**src/rtl/output_pkg.sv**
```systemverilog
// Shared widths and FSM state encoding for the output packer.
package output_pkg;
    localparam int DATA_W = 8;
    localparam int BUS_W  = 128;
    localparam int ADDR_W = 16;
    localparam int LANES  = BUS_W / DATA_W;

    typedef enum logic [1:0] {
        IDLE = 2'd0,
        RUN  = 2'd1,
        DONE = 2'd2
    } state_t;
endpackage

```
**src/rtl/output_packer.sv**
```systemverilog
// Packs equalized pixels into BUS_W-wide memory words at consecutive word addresses.
// Optional feature macro OUTPUT_PACKER_FLUSH_EN: write the zero-padded final partial word.
module output_packer
    import output_pkg::*;
#(
    parameter int DATA_W = output_pkg::DATA_W,
    parameter int BUS_W  = output_pkg::BUS_W,
    parameter int ADDR_W = output_pkg::ADDR_W
) (
    input  logic              clock,
    input  logic              reset_n,
    input  logic              FrameStart,
    input  logic [ADDR_W-1:0] BaseAddress,
    input  logic [15:0]       PixelCount,
    input  logic [DATA_W-1:0] DataIn,
    input  logic              StartIn,
    output logic [BUS_W-1:0]  WriteBus,
    output logic [ADDR_W-1:0] WriteAddress,
    output logic              WriteEnable,
    output logic              Busy,
    output logic              FrameDone
);

    localparam int LANES = BUS_W / DATA_W;
    localparam int IDX_W = (LANES > 1) ? $clog2(LANES) : 1;
    localparam logic [IDX_W-1:0] LAST_LANE = IDX_W'(LANES - 1);

`ifdef OUTPUT_PACKER_FLUSH_EN
    localparam bit FLUSH_EN = 1'b1;
`else
    localparam bit FLUSH_EN = 1'b0;
`endif

    state_t            state_q,    state_d;
    logic [BUS_W-1:0]  lane_q,     lane_d;
    logic [IDX_W-1:0]  lane_idx_q, lane_idx_d;
    logic [15:0]       pix_cnt_q,  pix_cnt_d;
    logic [15:0]       pix_tot_q,  pix_tot_d;
    logic [ADDR_W-1:0] addr_q,     addr_d;
    logic [BUS_W-1:0]  wr_bus_q,   wr_bus_d;
    logic [ADDR_W-1:0] wr_addr_q,  wr_addr_d;
    logic              wr_en_q,    wr_en_d;
    logic              busy_q,     busy_d;
    logic              done_q,     done_d;

    logic [BUS_W-1:0]  lane_ins_s;
    logic [15:0]       pix_next_s;
    logic              word_full_s;
    logic              last_pix_s;

    // Next-state logic: frame setup/abort, pixel insertion, word emission
    always_comb begin
        state_d    = state_q;
        lane_d     = lane_q;
        lane_idx_d = lane_idx_q;
        pix_cnt_d  = pix_cnt_q;
        pix_tot_d  = pix_tot_q;
        addr_d     = addr_q;
        wr_bus_d   = wr_bus_q;
        wr_addr_d  = wr_addr_q;
        wr_en_d    = 1'b0;
        done_d     = 1'b0;

        lane_ins_s = lane_q;
        lane_ins_s[lane_idx_q*DATA_W +: DATA_W] = DataIn;
        pix_next_s  = pix_cnt_q + 16'd1;
        word_full_s = (lane_idx_q == LAST_LANE);
        last_pix_s  = (pix_next_s == pix_tot_q);

        // FrameStart in any state (including mid-frame abort) discards the partial word
        if (FrameStart) begin
            lane_d     = '0;
            lane_idx_d = '0;
            pix_cnt_d  = 16'd0;
            pix_tot_d  = PixelCount;
            addr_d     = BaseAddress;
            if (PixelCount == 16'd0) begin
                state_d = DONE;
                done_d  = 1'b1;
            end else begin
                state_d = RUN;
            end
        end else begin
            case (state_q)
                RUN: begin
                    if (StartIn) begin
                        pix_cnt_d = pix_next_s;
                        if (word_full_s || (last_pix_s && FLUSH_EN)) begin
                            wr_en_d    = 1'b1;
                            wr_bus_d   = lane_ins_s;
                            wr_addr_d  = addr_q;
                            addr_d     = addr_q + ADDR_W'(1);
                            lane_d     = '0;
                            lane_idx_d = '0;
                        end else begin
                            lane_d     = lane_ins_s;
                            lane_idx_d = lane_idx_q + IDX_W'(1);
                        end
                        if (last_pix_s) begin
                            state_d    = DONE;
                            done_d     = 1'b1;
                            lane_d     = '0;
                            lane_idx_d = '0;
                        end else begin
                            state_d = RUN;
                        end
                    end else begin
                        state_d = RUN;
                    end
                end
                IDLE:    state_d = IDLE;
                DONE:    state_d = DONE;
                default: state_d = IDLE;
            endcase
        end

        busy_d = (state_d == RUN);
    end

    // State and output registers with asynchronous active-low reset
    always_ff @(posedge clock or negedge reset_n) begin
        if (!reset_n) begin
            state_q    <= IDLE;
            lane_q     <= '0;
            lane_idx_q <= '0;
            pix_cnt_q  <= 16'd0;
            pix_tot_q  <= 16'd0;
            addr_q     <= '0;
            wr_bus_q   <= '0;
            wr_addr_q  <= '0;
            wr_en_q    <= 1'b0;
            busy_q     <= 1'b0;
            done_q     <= 1'b0;
        end else begin
            state_q    <= state_d;
            lane_q     <= lane_d;
            lane_idx_q <= lane_idx_d;
            pix_cnt_q  <= pix_cnt_d;
            pix_tot_q  <= pix_tot_d;
            addr_q     <= addr_d;
            wr_bus_q   <= wr_bus_d;
            wr_addr_q  <= wr_addr_d;
            wr_en_q    <= wr_en_d;
            busy_q     <= busy_d;
            done_q     <= done_d;
        end
    end

    assign WriteBus     = wr_bus_q;
    assign WriteAddress = wr_addr_q;
    assign WriteEnable  = wr_en_q;
    assign Busy         = busy_q;
    assign FrameDone    = done_q;

endmodule

```
**config.mk**
```make
export PLATFORM = sky130hd
export DESIGN_NAME = output_packer
export DESIGN_NICKNAME = d
export VERILOG_FILES = /design/src/rtl/output_pkg.sv /design/src/rtl/output_packer.sv
export SDC_FILE = /design/constraint.sdc
export NUM_CORES = 1
export LEC_CHECK = 0
export ABC_CLOCK_PERIOD_IN_PS = 3200
export BUFFER_PORTS_ARGS = -buffer_cell sky130_fd_sc_hd__clkbuf_2
export CORE_UTILIZATION = 35
export CTS_BUF_LIST = sky130_fd_sc_hd__clkbuf_8
export CTS_CLUSTER_DIAMETER = 80
export DETAILED_ROUTE_END_ITERATION = 10
export HOLD_SLACK_MARGIN = 0.12
export PLACE_DENSITY_LB_ADDON = 0.15
export SYNTH_ARGS = -nofsm -noshare
export SYNTH_HDL_FRONTEND = slang
export SYNTH_SLANG_ARGS = --single-unit
export TNS_END_PERCENT = 10
```
**constraint.sdc**
```tcl
create_clock -name clock -period 3.2 [get_ports clock]
set_input_delay 0.64 -clock clock [delete_from_list [all_inputs] [get_ports clock]]
set_output_delay 0.64 -clock clock [all_outputs]
set_load 0.005 [all_outputs]
```
==> metrics.yaml, run 1 <==
initial_core_util_pct: 35.85
ys_seq_area_share_pct: 54.26
clk_pin_slew_ns: 0.06
vias: 12130
grt_max_degree: 109
ys.flop_type: "dfrtp_1"
synth_area_leaders: "dfrtp_1 (54%), a21oi_1 (5.5%), nor2_1 (5.5%)"
vdd_drop_max_mv: 0.2937
synth_commonest_cells: "dfrtp_1 (329), nor2_1 (223), a21oi_1 (168)"
place.gp.congestion: 0.8951
setup_tns_ns: 0
hold_slack_ns: 0.1976
multi_input_comb_area_mm2: 0.006167
placed_cell_area_mm2: 0.01700
yosysUniqueCellTypes: 61
viasPerCell: 5.125
antenna_found_initial: 1
crit_required_ns: 3.76
hold_class: "in2reg"
synth_most_common_cell: "dfrtp_1"
ff_latch_area_mm2: 0.008233
fp.dieH_um: 210.2
relSlewSlack_pct: 40.30
syn-cell-area_mm2: 0.01517
cp_num_buf_inv: 1
async_reset_ff_share_pct: 100.0
area_delta_synth_final_pct: 19.87
clock_latency_ns: 0.67
yosys_warnings: 0
post-route-min-period_ns: 2.978
io_buffers: 190
worstSetupEndpointType: "register"
synth_area_leader_cell: "dfrtp_1"
syn-num-nets: 1594
crit_path_start_kind: "register"
cts_max_path_buffers: 3
grt_pass1_wl_mm: 70.06
nFillCells: 4195
coreArea_mm2: 0.04232
synth_area_per_cell_um2: 9.846
synthCells: 1541
drv_cap: 0
cts-buffers-inserted: 58
placementRows: 75
worst_pin_slew_ns: 0.8873
path_cells: "nand3_1 -> or3_4 -> or4_4 -> a211oi_4 -> nand4_4 -> buf_12 -> and2_4 -> mux2_2"
htree_levels: 2
routed_wl_mm: 44.34
report.final.slew_viol_count: 0
leakagePower_nw: 8.531
cp_top_family: "simple AND/OR/NAND/NOR gates"
track_usage_pct: 20.31
dieWidth_um: 210.2
pin_count: 191
cts-root-buf: "clkbuf_8"
hold_viol_final: 0
critPathKind: "reg2reg"
synth-seq-cells: 329
grt-ovfl-total: 0
synth_top_cell_area_share_pct: 54.26
clock-sinks: 329
drc: 0
min_period_over_period_pct: 93.07
cp.arrival_ns: 3.54
rsz0062_at_grt: "false"
outcome: "finished clean"
grt_pass1_vias: 11928
critPathMaxFanout: 41
setup_viol: 0
dr.pass1.iters: 5
fin_area_mm2: 0.01819
powerDensity_mw_per_mm2: 491.3
drt-initial-drc-count: 889
synth_edf_count: 0
wl_per_cell_um: 18.73
cts_setup_buffers: 0
die_area_mm2: 0.04419
cts_tree: "built"
drive_gt1_share_pct: 21.97
crit_slowest_cell: "or4_4"
fin_skew_ns: 0.03116
cpPeakStageDelay_ns: 0.55
fmax_ghz: 0.3358
dp_hpwl_mm: 30.56
ant_nets: 0
layout.nets: 1800
timing repair:
item,4_1_cts,5_1_grt
endpoints found under the hold margin,71,0
hold buffers,1,0
gates resized for setup,0,0
setup endpoints to repair,0,0
cell usage in the layout (no fill, tap or decap), types with 3 or more instances in the layout:
cell       instances
clkbuf_2         189
nor2_1           223
a22o_1            48
o22ai_1           69
a211oi_1           3
xnor2_1           22
nor3_1            15
inv_1            119
nor4_1            10
a31oi_1           24
dfrtp_1          329
and4_1             3
and3_1             9
nand4_1           17
o2bb2ai_1          8
mux2_2            34
nor2b_1            8
buf_4             50
or3_1              5
mux2i_1           57
and2_1             9
a31o_2             4
nand2_1           98
clkbuf_8          71
o21ai_0           29
xor2_1            25
a21oi_1          167
nand3_1           66
buf_12             9
ha_1               9
or2_2              3
a31oi_4            7
per-stage QoR:
stage / utilization, % / total power, mW / cells / setup WS, ns
6_report: 42.97 / 8.935 / 2367 / 0.2218
5_1_grt: 42.97 / 9.349 / 2367 / 0.009260
4_1_cts: 42.97 / 9.096 / 2366 / 0.2200
3_5_place_dp: 40.16 / 5.063 / 2263 / 0.1946
3_3_place_gp: 40.16 / 5.059 / 2263 / 0.2408
2_1_floorplan: - / 4.722 / 1541 / 0.2520
cell type report:
type	count	area share [%]
multi-input combinational	1013	33.91
sequential	329	45.27
clock inverter	31	1.108
inverter	95	1.961
antenna	1	0.01376
tap	577	3.970
timing repair buffer	250	8.394
clock buffer	71	5.373
worst paths after layout:
path	slack, ns	start	endpoint	depth (start not counted)
setup / recovery	0.22	pix_cnt_q[0]	lane_idx_q[0]	8
hold / removal	0.20	BaseAddress[9]	addr_q[9]	3
setup reg to reg	0.22	pix_cnt_q[0]	lane_idx_q[0]	8
hold reg to reg	0.50	lane_q[76]	lane_q[76]	1
max in group asynchronous	1.82	reset_n	WriteAddress[6]	3
min in group asynchronous	0.57	reset_n	WriteBus[69]	2
logic make-up (layout without fill, tap and decap cells):
kind of cell,after synthesis,after routing,share of synthesized area (%)
buf+inv,199,447,5.327
xor+xnor,47,47,2.713
flops,329,329,54.26
fa+ha+maj,9,9,0.7422
other cells,0,1,0
compound gates,382,382,16.25
simple gates,484,484,14.42
mux,91,91,6.284
metal layers:
| metal | track usage, % | routed length [um] | part of all wire [%] | vias up |
|---|---|---|---|---|
| li1 | - | - | - | 5802 |
| met1 | 29.11 | 21020 | 47 | 5914 |
| met2 | 29.93 | 19240 | 43 | 355 |
| met3 | 5.542 | 3224 | 7.3 | 59 |
| met4 | 5.714 | 856 | 1.9 | 0 |
| met5 | 0 | 0 | 0 | - |
state kept, by name, indices dropped and copies added (netlist names):
signal	count
WriteBus	128
lane_q	128
WriteAddress	16
addr_q	16
pix_cnt_q	16
pix_tot_q	16
lane_idx_q	4
state_q	2
Busy	1
FrameDone	1
WriteEnable	1
worst register-to-register path, stage by stage (launching register included):
cell      delay [ns]
dfrtp_1         0.44
nand3_1         0.22
or3_4           0.42
or4_4           0.55
a211oi_4        0.28
nand4_4         0.15
buf_12          0.20
and2_4          0.30
mux2_2          0.33
power breakdown:
group          internal (mW)  switching (mW)
registers               4.21          0.0543
clock network           2.16            1.78
logic                  0.222           0.501
Power figures use the tool's default switching activity.
==> run 2: changes to the inputs <==
- PLACE_DENSITY: unset -> 0.52
- PLACE_DENSITY_LB_ADDON: 0.15 -> unset
==> metrics.yaml, run 2 (synthesis results as in run 1) <==
outcome: "finished clean"
coreArea_mm2: 0.04232  # unchanged
clock_latency_ns: 0.65  # -0.02 ns
worstSetupEndpointType: "register"
htree_levels: 2  # unchanged
ant_nets: 0  # unchanged
final_common_cell: "dfrtp_1"
drive_gt1_share_pct: 23.20  # +1.2 points
worstRegToRegCells: 8  # unchanged
worst_pin_slew_ns: 1.014  # +0.1263 ns
reg2reg_from: "pix_cnt_q[0]"
vias: 12036  # -0.77%
grt-ovfl-total: 0  # unchanged
rrSetupSlack_ns: 0.25  # +0.02 ns
die_area_mm2: 0.04419  # unchanged
hold_slack_ns: 0.1981  # +0.0004850 ns
cts-root-buf: "clkbuf_8"
vdd_drop_max_mv: 0.2998  # +2.1%
placementRows: 75  # unchanged
initial_core_util_pct: 35.85  # unchanged
drv_cap: 0  # unchanged
post-place-ws_ns: 0.01546  # -0.1791 ns
grt_max_degree: 100  # -8.3%
io_buffers: 190  # unchanged
rsz0062_at_grt: "false"
power_mw: 8.919  # -0.18%
layout.nets: 1812  # +0.67%
layout_common_cells: "dfrtp_1 (329), nor2_1 (223), clkbuf_2 (189), a21oi_1 (167), inv_1 (113)"
holdPathEnd: "addr_q[0]"
crit_path_start_kind: "register"
setup_tns_ns: 0  # unchanged
crit_required_ns: 3.74  # -0.02 ns
fp.dieH_um: 210.2  # unchanged
clk_pin_slew_ns: 0.06  # about the same
post-route-min-period_ns: 2.954  # -0.02452 ns
setup_viol: 0  # unchanged
clock-sinks: 329  # unchanged
drt-initial-drc-count: 840  # -5.5%
fin_skew_ns: 0.02898  # -0.002172 ns
fmax_ghz: 0.3386  # +0.83%
crit_slowest_cell: "or4_4"
pin_count: 191  # unchanged
cpPeakStageDelay_ns: 0.55  # about the same
nFillCells: 4161  # -0.81%
min_period_over_period_pct: 92.30  # -0.77 points
cts_tree: "built"
antenna_found_initial: 0  # -1
leakagePower_nw: 8.590  # +0.69%
viasPerCell: 5.051  # -1.4%
dr.pass1.iters: 5  # unchanged
worst-path-stages: 8  # unchanged
drc: 0  # unchanged
dp_hpwl_mm: 30.30  # -0.86%
critPathMaxFanout: 41  # unchanged
n_antenna_cell: 0  # -1
whs_path_depth: 3  # unchanged
cts-buffers-inserted: 59  # +1.7%
area_delta_synth_final_pct: 20.72
reg2reg_to: "lane_idx_q[0]"
dieWidth_um: 210.2  # unchanged
report.final.slew_viol_count: 0  # unchanged
grt_pass1_wl_mm: 69.10  # -1.4%
place.gp.congestion: 0.8425  # -5.9%
cts_max_path_buffers: 3  # unchanged
hold_class: "in2reg"
hold_path.startpoint: "BaseAddress[0]"
cp.arrival_ns: 3.50  # -0.04 ns
timing.final.ws_setup_ns: 0.2464  # +0.02452 ns
critPathKind: "reg2reg"
powerDensity_mw_per_mm2: 487.0  # -0.88%
wl_per_cell_um: 18.21  # -2.8%
cp_num_buf_inv: 1  # unchanged
routed_wl_mm: 43.39  # -2.1%
path_cells: "nand3_1 -> or3_4 -> or4_4 -> a211oi_4 -> nand4_4 -> buf_12 -> and2_4 -> mux2_2"
cp_top_family: "simple AND/OR/NAND/NOR gates"
relSlewSlack_pct: 31.80  # -8.5 points
grt_pass1_vias: 11948  # +0.17%
hold_viol_final: 0  # unchanged
track_usage_pct: 19.98  # -0.33 points
[run 2: cell count changes in the layout (fill, tap and decap cells not counted), moves of 2 or more]
cell	before	now
clkbuf_8	71	76
inv_1	119	113
clkinv_2	2	9
buf_4	50	60
bufinv_16	2	0
[run 2: cell type report]
| cell class | count | area, um2 | share of cell area (%) |
|---|---|---|---|
| Inverter | 95 | 356.6 | 1.947 |
| Clock buffer | 76 | 1046 | 5.711 |
| Timing Repair Buffer | 261 | 1622 | 8.854 |
| Multi-Input combinational cell | 1013 | 6178 | 33.73 |
| Clock inverter | 32 | 157.7 | 0.8608 |
| Tap cell | 577 | 721.9 | 3.942 |
| Sequential cell | 329 | 8233 | 44.95 |
[run 2: layer usage]
layer / up-vias / share of wire (%) / global-route usage, %
li1: 5825 / - / -
met1: 5786 / 48 / 29.33
met2: 358 / 42 / 28.33
met3: 67 / 7.3 / 4.872
met4: 0 / 2.5 / 7.299
met5: - / 0 / 0
[run 2: tightest hold or removal path, delay by kind of cell]
family	cells	cell delay [ns]
AND/OR/NAND/NOR	1	0.04
AO/OA/AOI/OAI	1	0.05
buffers and inverters	1	0.08
[run 2: power by group]
part	internal, mW	switching (mW)
combinational	0.225	0.486
sequential	4.21	0.0559
clock	2.14	1.80
total	6.58	2.34
[run 2: what timing repair did]
item / in CTS / in global routing
pin swaps: 1 / 1
resized for setup: 0 / 3
buffers inserted: 2 / 0
endpoints found under the setup margin: 10 / 21
endpoints found under the hold margin: 65 / 0
hold buffers: 1 / 0
[run 2: stage by stage]
step                      cell area (um2)  std cells  utilization (%)
after floorplan                     15170       1541                -
after global routing                18320       2383            43.28
after CTS                           18300       2383            43.25
final                               18320       2383            43.28
after global placement              17060       2272            40.32
after detailed placement            17060       2272            40.32
[run 2: worst max-delay path by stage]
| stage | from | endpoint | slack, ns |
|---|---|---|---|
| 2_1_floorplan | lane_idx_q[0] | lane_q[16] | 0.25 |
| 3_3_place_gp | pix_cnt_q[0] | lane_idx_q[0] | 0.07 |
| 3_5_place_dp | pix_cnt_q[0] | lane_idx_q[0] | 0.02 |
| 4_1_cts | lane_idx_q[3] | WriteBus[83] | 0.22 |
| 5_1_grt | pix_cnt_q[0] | lane_q[81] | 0.05 |
| 6_report | pix_cnt_q[0] | lane_idx_q[0] | 0.25 |
